[src/rtl/resample_scheduler.sv]
// Sequencer/arbiter that time-shares one polyphase L/M resampling MAC between two
// audio channels: round-robin channel pick, input fetch, MAC start, result delivery.
module resample_scheduler #(
    parameter int L     = 160,
    parameter int L_LOG = 8,
    parameter int M     = 147
) (
    input  logic             clk_i,
    input  logic             rst_ni,
    input  logic [1:0]       chan_en_i,
    output logic [1:0]       req_in_o,
    input  logic [1:0]       ack_in_i,
    output logic [1:0]       req_out_o,
    input  logic [1:0]       ack_out_i,
    output logic             dp_chan_o,
    output logic [L_LOG-1:0] dp_phase_o,
    output logic             dp_shift_o,
    output logic             dp_start_o,
    input  logic             dp_valid_i
);

    typedef enum logic [2:0] {IDLE, FETCH, START, WAIT, OUTPUT} state_e;

    localparam logic [L_LOG-1:0] STEP_FWD  = L_LOG'(M);
    localparam logic [L_LOG-1:0] STEP_BACK = L_LOG'(L - M);

    state_e                  state_q;
    logic [1:0][L_LOG-1:0]   phase_q;
    logic [1:0]              need_q;
    logic                    last_q;
    logic                    chan_q;
    logic [L_LOG-1:0]        dp_phase_q;
    logic [1:0]              req_in_q;
    logic [1:0]              req_out_q;
    logic                    dp_start_q;

    logic                    pick_vld_d;
    logic                    pick_ch_d;
    logic                    wrap_d;
    logic [L_LOG-1:0]        phase_nxt_d;

    // Round robin: the channel after the last served one wins, else the same one again.
    always_comb begin
        pick_vld_d = 1'b0;
        pick_ch_d  = 1'b0;
        if (chan_en_i[~last_q]) begin
            pick_vld_d = 1'b1;
            pick_ch_d  = ~last_q;
        end else if (chan_en_i[last_q]) begin
            pick_vld_d = 1'b1;
            pick_ch_d  = last_q;
        end
    end

    // Advancing by M wraps past L exactly when phase >= L-M; a wrap consumes one input.
    assign wrap_d      = (phase_q[chan_q] >= STEP_BACK);
    assign phase_nxt_d = wrap_d ? (phase_q[chan_q] - STEP_BACK) : (phase_q[chan_q] + STEP_FWD);

    always_ff @(posedge clk_i or negedge rst_ni) begin
        if (!rst_ni) begin
            state_q    <= IDLE;
            phase_q    <= '0;
            need_q     <= 2'b11;
            last_q     <= 1'b1;
            chan_q     <= 1'b0;
            dp_phase_q <= '0;
            req_in_q   <= '0;
            req_out_q  <= '0;
            dp_start_q <= 1'b0;
        end else begin
            case (state_q)
                IDLE: begin
                    if (pick_vld_d) begin
                        chan_q     <= pick_ch_d;
                        dp_phase_q <= phase_q[pick_ch_d];
                        if (need_q[pick_ch_d]) begin
                            req_in_q[pick_ch_d] <= 1'b1;
                            state_q             <= FETCH;
                        end else begin
                            dp_start_q <= 1'b1;
                            state_q    <= START;
                        end
                    end
                end
                FETCH: begin
                    if (ack_in_i[chan_q]) begin
                        req_in_q       <= '0;
                        need_q[chan_q] <= 1'b0;
                        dp_start_q     <= 1'b1;
                        state_q        <= START;
                    end
                end
                START: begin
                    dp_start_q <= 1'b0;
                    state_q    <= WAIT;
                end
                WAIT: begin
                    if (dp_valid_i) begin
                        req_out_q[chan_q] <= 1'b1;
                        state_q           <= OUTPUT;
                    end
                end
                OUTPUT: begin
                    if (ack_out_i[chan_q]) begin
                        req_out_q       <= '0;
                        phase_q[chan_q] <= phase_nxt_d;
                        if (wrap_d) need_q[chan_q] <= 1'b1;
                        last_q          <= chan_q;
                        state_q         <= IDLE;
                    end
                end
                default: state_q <= IDLE;
            endcase
        end
    end

    assign req_in_o   = req_in_q;
    assign req_out_o  = req_out_q;
    assign dp_chan_o  = chan_q;
    assign dp_phase_o = dp_phase_q;
    assign dp_start_o = dp_start_q;
    assign dp_shift_o = req_in_q[chan_q] & ack_in_i[chan_q];

endmodule

[config.mk]
export PLATFORM = sky130hd
export DESIGN_NAME = resample_scheduler
export DESIGN_NICKNAME = d
export VERILOG_FILES = /design/src/rtl/resample_scheduler.sv
export SDC_FILE = /design/constraint.sdc
export NUM_CORES = 1
export LEC_CHECK = 0
export CORE_AREA = 2 2 72 74
export CTS_CLUSTER_DIAMETER = 100
export DETAILED_ROUTE_END_ITERATION = 10
export DIE_AREA = 0 0 74 76
export HOLD_SLACK_MARGIN = 0.1
export PLACE_DENSITY = 0.65
export SYNTH_ARGS = -nofsm -noshare
export SYNTH_HDL_FRONTEND = slang
export SYNTH_SLANG_ARGS = --single-unit
[constraint.sdc]
create_clock -name clk_i -period 3.6 [get_ports clk_i]
set_input_delay 0.72 -clock clk_i [delete_from_list [all_inputs] [get_ports clk_i]]
set_output_delay 0.72 -clock clk_i [all_outputs]
set_load 0.02 [all_outputs]
==> results of run 1 <==
[per-stage QoR]
step	power [W]	area, µm²	utilization [%]
after global routing	0.002210	2293	46.69
final	0.002035	2293	46.69
after detailed placement	0.001758	2201	44.80
after floorplan	0.001458	1887	-
after CTS	0.002055	2293	46.69
after global placement	0.001745	2201	44.80
[flip-flops by register name, summed over array words and instances (netlist names), named ones only]
signal,flops
dp_chan_o,1
dp_phase_o,8
dp_start_o,1
last_q,1
phase_q,16
req_in_o,2
req_out_o,2
state_q,3
[per-layer routing]
layer | track usage [%] | vias to the layer above
met5 | 0 | -
met4 | 6.545 | 0
met3 | 2.116 | 5
met2 | 21.25 | 19
met1 | 20.95 | 659
li1 | - | 707
[kinds of logic after synthesis]
group                    Yosys count
XOR/XNOR                           9
multiplexers                      20
adder cells (fa/ha/maj)            2
AO/OA/AOI/OAI                     41
flip-flops                        36
buffers and inverters              9
AND/OR/NAND/NOR                   68
[worst min path at each step]
stage           endpoint   start  slack (ps)
2_1_floorplan  dp_chan_o  rst_ni         420
3_3_place_gp      last_q  last_q         460
3_5_place_dp      last_q  last_q         460
4_1_cts           last_q  last_q         470
5_1_grt           last_q  last_q         480
6_report          last_q  last_q         460
[where the power goes]
| part | total, W | switching (W) | internal [W] |
|---|---|---|---|
| sequential | 0.000781 | 0.000197 | 0.000584 |
| clock | 0.000291 | 0.000138 | 0.000153 |
| combinational | 0.000963 | 0.000479 | 0.000484 |
[critical path, cell delays in order]
cell,delay (ps)
clkdlybuf4s50_1,450
mux2i_1,100
nor2_1,130
clkdlybuf4s50_1,600
[final cells by class]
class | instances | area [µm²] | share of cell area (%)
clock buffers | 6 | 82.58 | 3.601
repair buffers | 27 | 260.3 | 11.35
multi-input cells | 140 | 940.9 | 41.03
well taps | 70 | 87.58 | 3.819
flip-flops and latches | 36 | 904.6 | 39.44
inverters | 2 | 7.507 | 0.3273
clock inverters | 2 | 10.01 | 0.4364
[cell usage in the layout, fill, tap and decap left out, drive strengths merged, types with 2 or more instances in the layout]
| cell | instances |
|---|---|
| dfrtp | 33 |
| xnor2 | 4 |
| ha | 2 |
| a21oi | 18 |
| mux2i | 13 |
| xor2 | 4 |
| dfstp | 3 |
| buf | 4 |
| o21a | 3 |
| clkinv | 2 |
| nand2 | 18 |
| nor2 | 23 |
| inv | 2 |
| nand3 | 8 |
| nor3 | 7 |
| nor3b | 2 |
| or3 | 2 |
| o22a | 2 |
| clkdlybuf4s50 | 23 |
| nand3b | 2 |
| mux2 | 7 |
| o21ai | 9 |
| clkbuf | 6 |
| nor2b | 2 |
[synthesized netlist by cell type, drive strengths merged]
master / n / area [µm²]
o22ai: 1 / 6.260
nor3: 7 / 68.82
xnor2: 4 / 35.03
o32ai: 1 / 8.760
nand3: 8 / 40.04
nor4: 1 / 12.51
xor2: 4 / 35.03
buf: 2 / 15.01
mux2i: 13 / 130.1
nand3b: 2 / 15.01
nand2b: 1 / 6.260
a21boi: 1 / 7.510
xnor3: 1 / 22.52
dfrtp: 33 / 825.8
mux2: 7 / 78.83
a21oi: 18 / 93.84
or4b: 1 / 10.01
nand2: 18 / 67.56
o22a: 2 / 17.52
o21ai: 9 / 45.04
o32a: 1 / 10.01
clkbuf: 5 / 18.77
nor3b: 2 / 15.01
nor2: 23 / 86.33
nor2b: 2 / 12.51
a31o: 1 / 8.760
ha: 2 / 25.02
inv: 2 / 7.510
or3: 2 / 12.51
a31oi: 1 / 6.260
and2: 1 / 6.260
o21bai: 1 / 7.510
a211oi: 1 / 12.51
a221oi: 1 / 15.01
dfstp: 3 / 78.83
o21a: 3 / 22.52
==> impl_metrics.json, run 1 <==
{
  "grt_antenna_before_repair": 0,
  "grt_use_total_pct": 14.49,
  "drc": 0,
  "yosys_warnings": 0,
  "rsz0062_at_grt": "false",
  "coreArea_um2": 4912,
  "design.die.area_um2": 5624,
  "cp.arrival_ps": 2000,
  "grt_pass1_vias": 1282,
  "insertion_delay_ps": 280,
  "drt-met1-wl_mm": 1.814,
  "dp_hpwl_mm": 2.701,
  "placement_rows": 26,
  "power_per_cell_area_nw_per_um2": 887.1,
  "wirelength_mm": 3.649,
  "ir_drop_mv": 0.2028,
  "tightest_slew_ps": 560.2,
  "die_y_um": 76,
  "top_layer": "met4",
  "path_class": "in -> out",
  "synth-simple-area-share_pct": 18.70,
  "synth-adder-area-share_pct": 1.326,
  "wl_per_cell_um": 12.89,
  "firstDrtPassIters": 4,
  "rr_endpoint": "phase_q[5]",
  "synth_area_um2": 1887,
  "cts_tree": "yes",
  "nNetsFinal": 223,
  "fin_ws_ps": 878.5,
  "syn_inst": 185,
  "critPathRequiredTime_ps": 2880,
  "clock-sinks": 36,
  "final_max_slew_viol_count": 0,
  "grt_max_degree": 37,
  "timing.hold.ws_ps": 463.9,
  "routabilityCongestion": 0.7660,
  "ys_seq_area_share_pct": 47.94,
  "p_leak_nw": 0.9954,
  "globalRouteOverflowTotal": 0,
  "wl_met2_mm": 1.711,
  "final_hold_viol_count": 0,
  "maxSlewHeadroom_pct": 62.66,
  "reg2reg_setup_slack_ps": 1070,
  "endpoint": "dp_shift_o",
  "cp_max_fo": 3,
  "run_status": "complete, no violations",
  "die_width_um": 74,
  "antenna_cells": 0,
  "finClkSkew_ps": 2.826,
  "reg2reg_depth": 8,
  "clk_pin_slew_ps": 70,
  "cts_setup_buffers": 0,
  "area_delta_synth_final_pct": 21.55,
  "synthMuxAreaShare_pct": 11.07,
  "cts-root-buf": "clkbuf_8",
  "finalCritPeriodShare_pct": 75.60,
  "io_pins": 24,
  "grt_first_pass_wirelength_mm": 6.334,
  "cp-end-kind": "primary output",
  "cts_resized": 0,
  "fin_setup_tns_ps": 0,
  "maxCapViolCount": 0,
  "viasPerCell": 4.912,
  "ant_nets": 0,
  "num_vias": 1390,
  "holdPathStages": 2,
  "htreeDepth": 2,
  "syn_nets": 196,
  "fmax_ghz": 0.3674,
  "start_util_pct": 38.41,
  "setup_viol": 0,
  "synth_cell_types": 39,
  "cts_buffers": 5,
  "met3WireLength_um": 64,
  "startpoint_type": "input pin",
  "synthXorXnorAreaFrac_pct": 4.907,
  "fillers": 470,
  "synth_compound_area_share_pct": 13.86,
  "cts_hold_buf": 0,
  "layout.cells.non_filler": 283,
  "synth_top_family_by_area": "simple AND/OR/NAND/NOR gates",
  "synth-seq-cells": 36,
  "min-delay-path-class": "reg -> reg",
  "dp_cells": 275,
  "r2r-start": "dp_chan_o",
  "port_buffers": 23,
  "crit_start": "ack_in_i[1]",
  "place_ws_ps": 877.9,
  "drive_above_1_share_pct": 14.08,
  "period_needed_ps": 2721,
  "syn_avg_cell_area_um2": 10.20,
  "first_iter_violations": 89,
  "clock_path_buffers": 2
}
No activity file was read; power rests on OpenSTA's default activity.
==> run 2, diff against run 1 <==
--- a/config.mk
+++ b/config.mk
@@ -10,7 +10,7 @@
 export DETAILED_ROUTE_END_ITERATION = 10
 export DIE_AREA = 0 0 74 76
 export HOLD_SLACK_MARGIN = 0.1
-export PLACE_DENSITY = 0.65
+export PLACE_DENSITY = 0.67
 export SYNTH_ARGS = -nofsm -noshare
 export SYNTH_HDL_FRONTEND = slang
 export SYNTH_SLANG_ARGS = --single-unit
==> constraint.sdc (replaced) <==
create_clock -name clk_i -period 2.2 [get_ports clk_i]
set_input_delay 0.44 -clock clk_i [delete_from_list [all_inputs] [get_ports clk_i]]
set_output_delay 0.44 -clock clk_i [all_outputs]
set_load 0.02 [all_outputs]
==> impl_metrics.json, run 2 (same netlist as run 1, synthesis figures left out) <==
{
  "final_hold_viol_count": 0,
  "startpoint_type": "flop",
  "antenna_cells": 0,
  "finalCritPeriodShare_pct": 92.58,
  "setup_viol": 0,
  "nNetsFinal": 228,
  "cp_max_fo": 7,
  "die_y_um": 76,
  "viasPerCell": 5.045,
  "maxSlewHeadroom_pct": 70.22,
  "cp-end-kind": "flop",
  "largest_reg_flops": 16,
  "register_area_um2": 905.9,
  "critPathRequiredTime_ps": 2370,
  "final_cell_mix": "dfrtp_1 (32), nor2_1 (23), clkdlybuf4s50_1 (22), nand2_1 (18), a21oi_1 (17)",
  "ir_drop_mv": 0.5109,
  "wl_per_cell_um": 13.41,
  "first_iter_violations": 68,
  "routabilityCongestion": 0.8138,
  "grt_use_total_pct": 15.42,
  "area_delta_synth_final_pct": 24.54,
  "path_class": "reg -> reg",
  "firstDrtPassIters": 4,
  "globalRouteOverflowTotal": 0,
  "insertion_delay_ps": 280,
  "drive_above_1_share_pct": 16.06,
  "start_util_pct": 38.41,
  "drc": 0,
  "htreeDepth": 2,
  "coreArea_um2": 4912,
  "fmax_ghz": 0.4910,
  "final_max_slew_viol_count": 0,
  "min-delay-path-class": "reg -> reg",
  "fillers": 470,
  "cts_hold_buf": 0,
  "dp_hpwl_mm": 2.771,
  "rsz0062_at_grt": "false",
  "grt_max_degree": 37,
  "wirelength_mm": 3.863,
  "cp.arrival_ps": 2210,
  "run_status": "complete, no violations",
  "cts_tree": "yes",
  "grt_first_pass_wirelength_mm": 6.782,
  "power_per_cell_area_nw_per_um2": 1479,
  "p_leak_nw": 1.028,
  "tightest_slew_ps": 446.7,
  "final_common_cell": "dfrtp_1",
  "port_buffers": 23,
  "clock_path_buffers": 2,
  "clk_pin_slew_ps": 70,
  "num_vias": 1453,
  "maxCapViolCount": 0,
  "die_width_um": 74,
  "io_pins": 24,
  "layout.cells.non_filler": 288,
  "finClkSkew_ps": 7.703,
  "dp_cells": 280,
  "cts_buffers": 5,
  "p_total_w": 0.003476,
  "multi_input_area_um2": 940.9,
  "regMostFlops": "phase_q",
  "ant_nets": 0,
  "cts-root-buf": "clkbuf_8",
  "grt_pass1_vias": 1439,
  "period_needed_ps": 2037,
  "clock-sinks": 36,
  "fin_setup_tns_ps": 0,
  "design.die.area_um2": 5624,
  "placement_rows": 26,
  "grt_antenna_before_repair": 0
}
[run 2: cell count changes in the layout (fill, tap and decap cells not counted)]
cell,previous run,this run
buf_4,4,8
buf_6,0,1
bufinv_16,0,1
clkbuf_1,0,1
clkbuf_8,6,5
clkdlybuf4s50_1,23,22
clkinv_2,2,1
dfrtp_1,33,32
dfrtp_2,0,1
dlygate4sd2_1,0,1
[run 2: path summary, 6_finish.rpt]
path	endpoint	cells past startpoint	slack (ps)	from
max	phase_q[5]	8	160	dp_chan_o
min	last_q	2	470	last_q
max reg2reg	phase_q[5]	8	160	dp_chan_o
min reg2reg	last_q	2	470	last_q
max in group asynchronous	async pin	2	1280	rst_ni
min in group asynchronous	phase_q[9]	2	580	rst_ni
[run 2: critical path: stages (launching register included)]
cell and delay [ps]:
dfrtp_2 450, mux2i_1 250, inv_1 90, ha_1 210, nor2b_1 110, a21oi_1 80, nor3_4 180, xnor3_1 260
mux2_2 280
[run 2: power breakdown]
part	switching [W]	internal, W	leakage (nW)
registers	0.000288	0.000958	0.452
clock network	0.000231	0.000336	0.0552
logic	0.000842	0.000821	0.521
[run 2: per-layer routing]
layer  up-vias  GRT usage (%)  routed length (µm)
li1        716              -                   -
met1       703          21.48                1959
met2        32          23.57                1740
met3         2          3.571                 133
met4         0          4.909                  29
met5         -              0                   0
[run 2: layout make-up]
class	instances	share of cell area (%)
sequential	36	38.55
inverter	2	0.3195
clock buffer	6	3.088
multi-input combinational	140	40.04
tap	70	3.727
clock inverter	2	1.491
timing repair buffer	32	12.78
[run 2: stage by stage]
| step | util [%] | setup WS, ps | instance area (µm²) | hold WS, ps |
|---|---|---|---|---|
| after floorplan | - | 1.544 | 1902 | 144.4 |
| after global placement | 45.59 | 80.56 | 2240 | 451.3 |
| after detailed placement | 45.59 | 70.39 | 2240 | 453.4 |
| after CTS | 47.83 | 144.5 | 2350 | 471.7 |
| after global routing | 47.83 | 10.73 | 2350 | 509.6 |
| final | 47.83 | 163.2 | 2350 | 471.0 |
[run 2: repair_timing]
| action | 4_1_cts | 5_1_grt |
|---|---|---|
| setup endpoints to repair | 1 | 0 |
| buffers inserted | 0 | 0 |
| gates resized for setup | 2 | 0 |
==> run 3, diff against run 2 <==
--- a/config.mk
+++ b/config.mk
@@ -10,7 +10,6 @@
 export DETAILED_ROUTE_END_ITERATION = 10
 export DIE_AREA = 0 0 74 76
 export HOLD_SLACK_MARGIN = 0.1
-export PLACE_DENSITY = 0.67
 export SYNTH_ARGS = -nofsm -noshare
 export SYNTH_HDL_FRONTEND = slang
 export SYNTH_SLANG_ARGS = --single-unit
==> impl_metrics.json, run 3 (same netlist as run 1, synthesis figures left out) <==
{
  "period_needed_ps": 2128,
  "die_width_um": 74,
  "register_area_um2": 905.9,
  "multi_input_area_um2": 944.7,
  "grt_use_total_pct": 15.05,
  "fmax_ghz": 0.4700,
  "start_util_pct": 38.41,
  "critPathRequiredTime_ps": 2370,
  "grt_antenna_before_repair": 0,
  "final_hold_viol_count": 0,
  "viasPerCell": 5.028,
  "setup_viol": 0,
  "drive_above_1_share_pct": 16.82,
  "grt_max_degree": 37,
  "antenna_cells": 0,
  "coreArea_um2": 4912,
  "clock-sinks": 36,
  "cts_buffers": 5,
  "num_vias": 1458,
  "nNetsFinal": 230,
  "path_class": "reg -> reg",
  "r2r-start": "dp_chan_o",
  "regMostFlops": "phase_q",
  "rsz0062_at_grt": "false",
  "p_leak_nw": 1.028,
  "finClkSkew_ps": 8.134,
  "largest_reg_flops": 16,
  "startpoint_type": "flop",
  "cts_tree": "yes",
  "wl_per_cell_um": 13.21,
  "final_max_slew_viol_count": 0,
  "maxSlewHeadroom_pct": 71.03,
  "port_buffers": 23,
  "grt_pass1_vias": 1392,
  "tightest_slew_ps": 433.0,
  "insertion_delay_ps": 290,
  "final_common_cell": "dfrtp_1",
  "cp.arrival_ps": 2300,
  "placement_rows": 26,
  "drc": 0,
  "area_delta_synth_final_pct": 24.80,
  "fillers": 465,
  "io_pins": 24,
  "timing.hold.ws_ps": 462.2,
  "maxCapViolCount": 0,
  "clock_path_buffers": 2,
  "dp_hpwl_mm": 2.719,
  "cts-root-buf": "clkbuf_8",
  "globalRouteOverflowTotal": 0,
  "wirelength_mm": 3.832,
  "first_iter_violations": 119,
  "hp-start": "last_q",
  "cp-end-kind": "flop",
  "grt_first_pass_wirelength_mm": 6.568,
  "crit_start": "dp_chan_o",
  "die_y_um": 76,
  "finalCritPeriodShare_pct": 96.71,
  "final_cell_mix": "dfrtp_1 (32), nor2_1 (23), clkdlybuf4s50_1 (22), nand2_1 (18), a21oi_1 (17)",
  "firstDrtPassIters": 4,
  "fin_setup_tns_ps": 0,
  "ant_nets": 0,
  "run_status": "complete, no violations",
  "clk_pin_slew_ps": 70,
  "cts_hold_buf": 0,
  "min-delay-path-class": "reg -> reg",
  "htreeDepth": 2,
  "routabilityCongestion": 0.8196,
  "power_per_cell_area_nw_per_um2": 1438,
  "ir_drop_mv": 0.4906,
  "p_total_w": 0.003387,
  "design.die.area_um2": 5624,
  "cp_max_fo": 5
}
## run 3: changes by cell type in the layout (fill, tap and decap cells not counted), sizes merged
cell,delta
clkbuf,+1
bufinv,-1
buf,+2
## run 3: layout make-up
| cell class | count | area share [%] |
|---|---|---|
| Tap cell | 70 | 3.719 |
| Inverter | 2 | 0.3188 |
| Timing Repair Buffer | 34 | 13.92 |
| Sequential cell | 36 | 38.47 |
| Multi-Input combinational cell | 140 | 40.12 |
| Clock inverter | 1 | 0.2125 |
| Clock buffer | 7 | 3.241 |
## run 3: final timing paths
path                       cells past startpoint  slack [ps]             to
setup / recovery                               6          70    phase_q[13]
hold / removal                                 2         460         last_q
setup reg to reg                               6          70    phase_q[13]
hold reg to reg                                2         460         last_q
max in group asynchronous                      2        1430      async pin
min in group asynchronous                      2         520  dp_phase_o[3]
## run 3: routing by layer
layer	vias up	track usage, %	part of all wire [%]
met5	-	0	0
met4	0	6.727	2.4
met3	10	3.307	3.5
met2	29	21.88	45
met1	692	21.28	49
li1	727	-	-
## run 3: per-stage QoR
stage	instance area (µm²)	utilization (%)	setup WS [ps]	instances
after CTS	2344	47.71	156.5	289
final	2355	47.94	72.35	290
after detailed placement	2260	46.00	55.46	281
after global routing	2355	47.94	14.82	290
after global placement	2260	46.00	78.93	281
after floorplan	1902	-	1.544	185
## run 3: critical path: stages (launching register included)
cell,delay [ps]
dfrtp_2,450
buf_4,160
nand3b_1,240
a221oi_2,430
a211oi_2,100
xnor3_1,360
mux2_2,270
## run 3: what timing repair did
action | in CTS | in global routing
endpoints found under the setup margin | 1 | 2
pin swaps | 0 | 0
cloned | 0 | 0
gates resized for setup | 2 | 1
buffers inserted | 0 | 1
## run 3: where the power goes
part           total [W]  internal (W)  switching, W
clock           0.000452      0.000222      0.000230
combinational    0.00170      0.000855      0.000848
sequential       0.00123      0.000958      0.000275
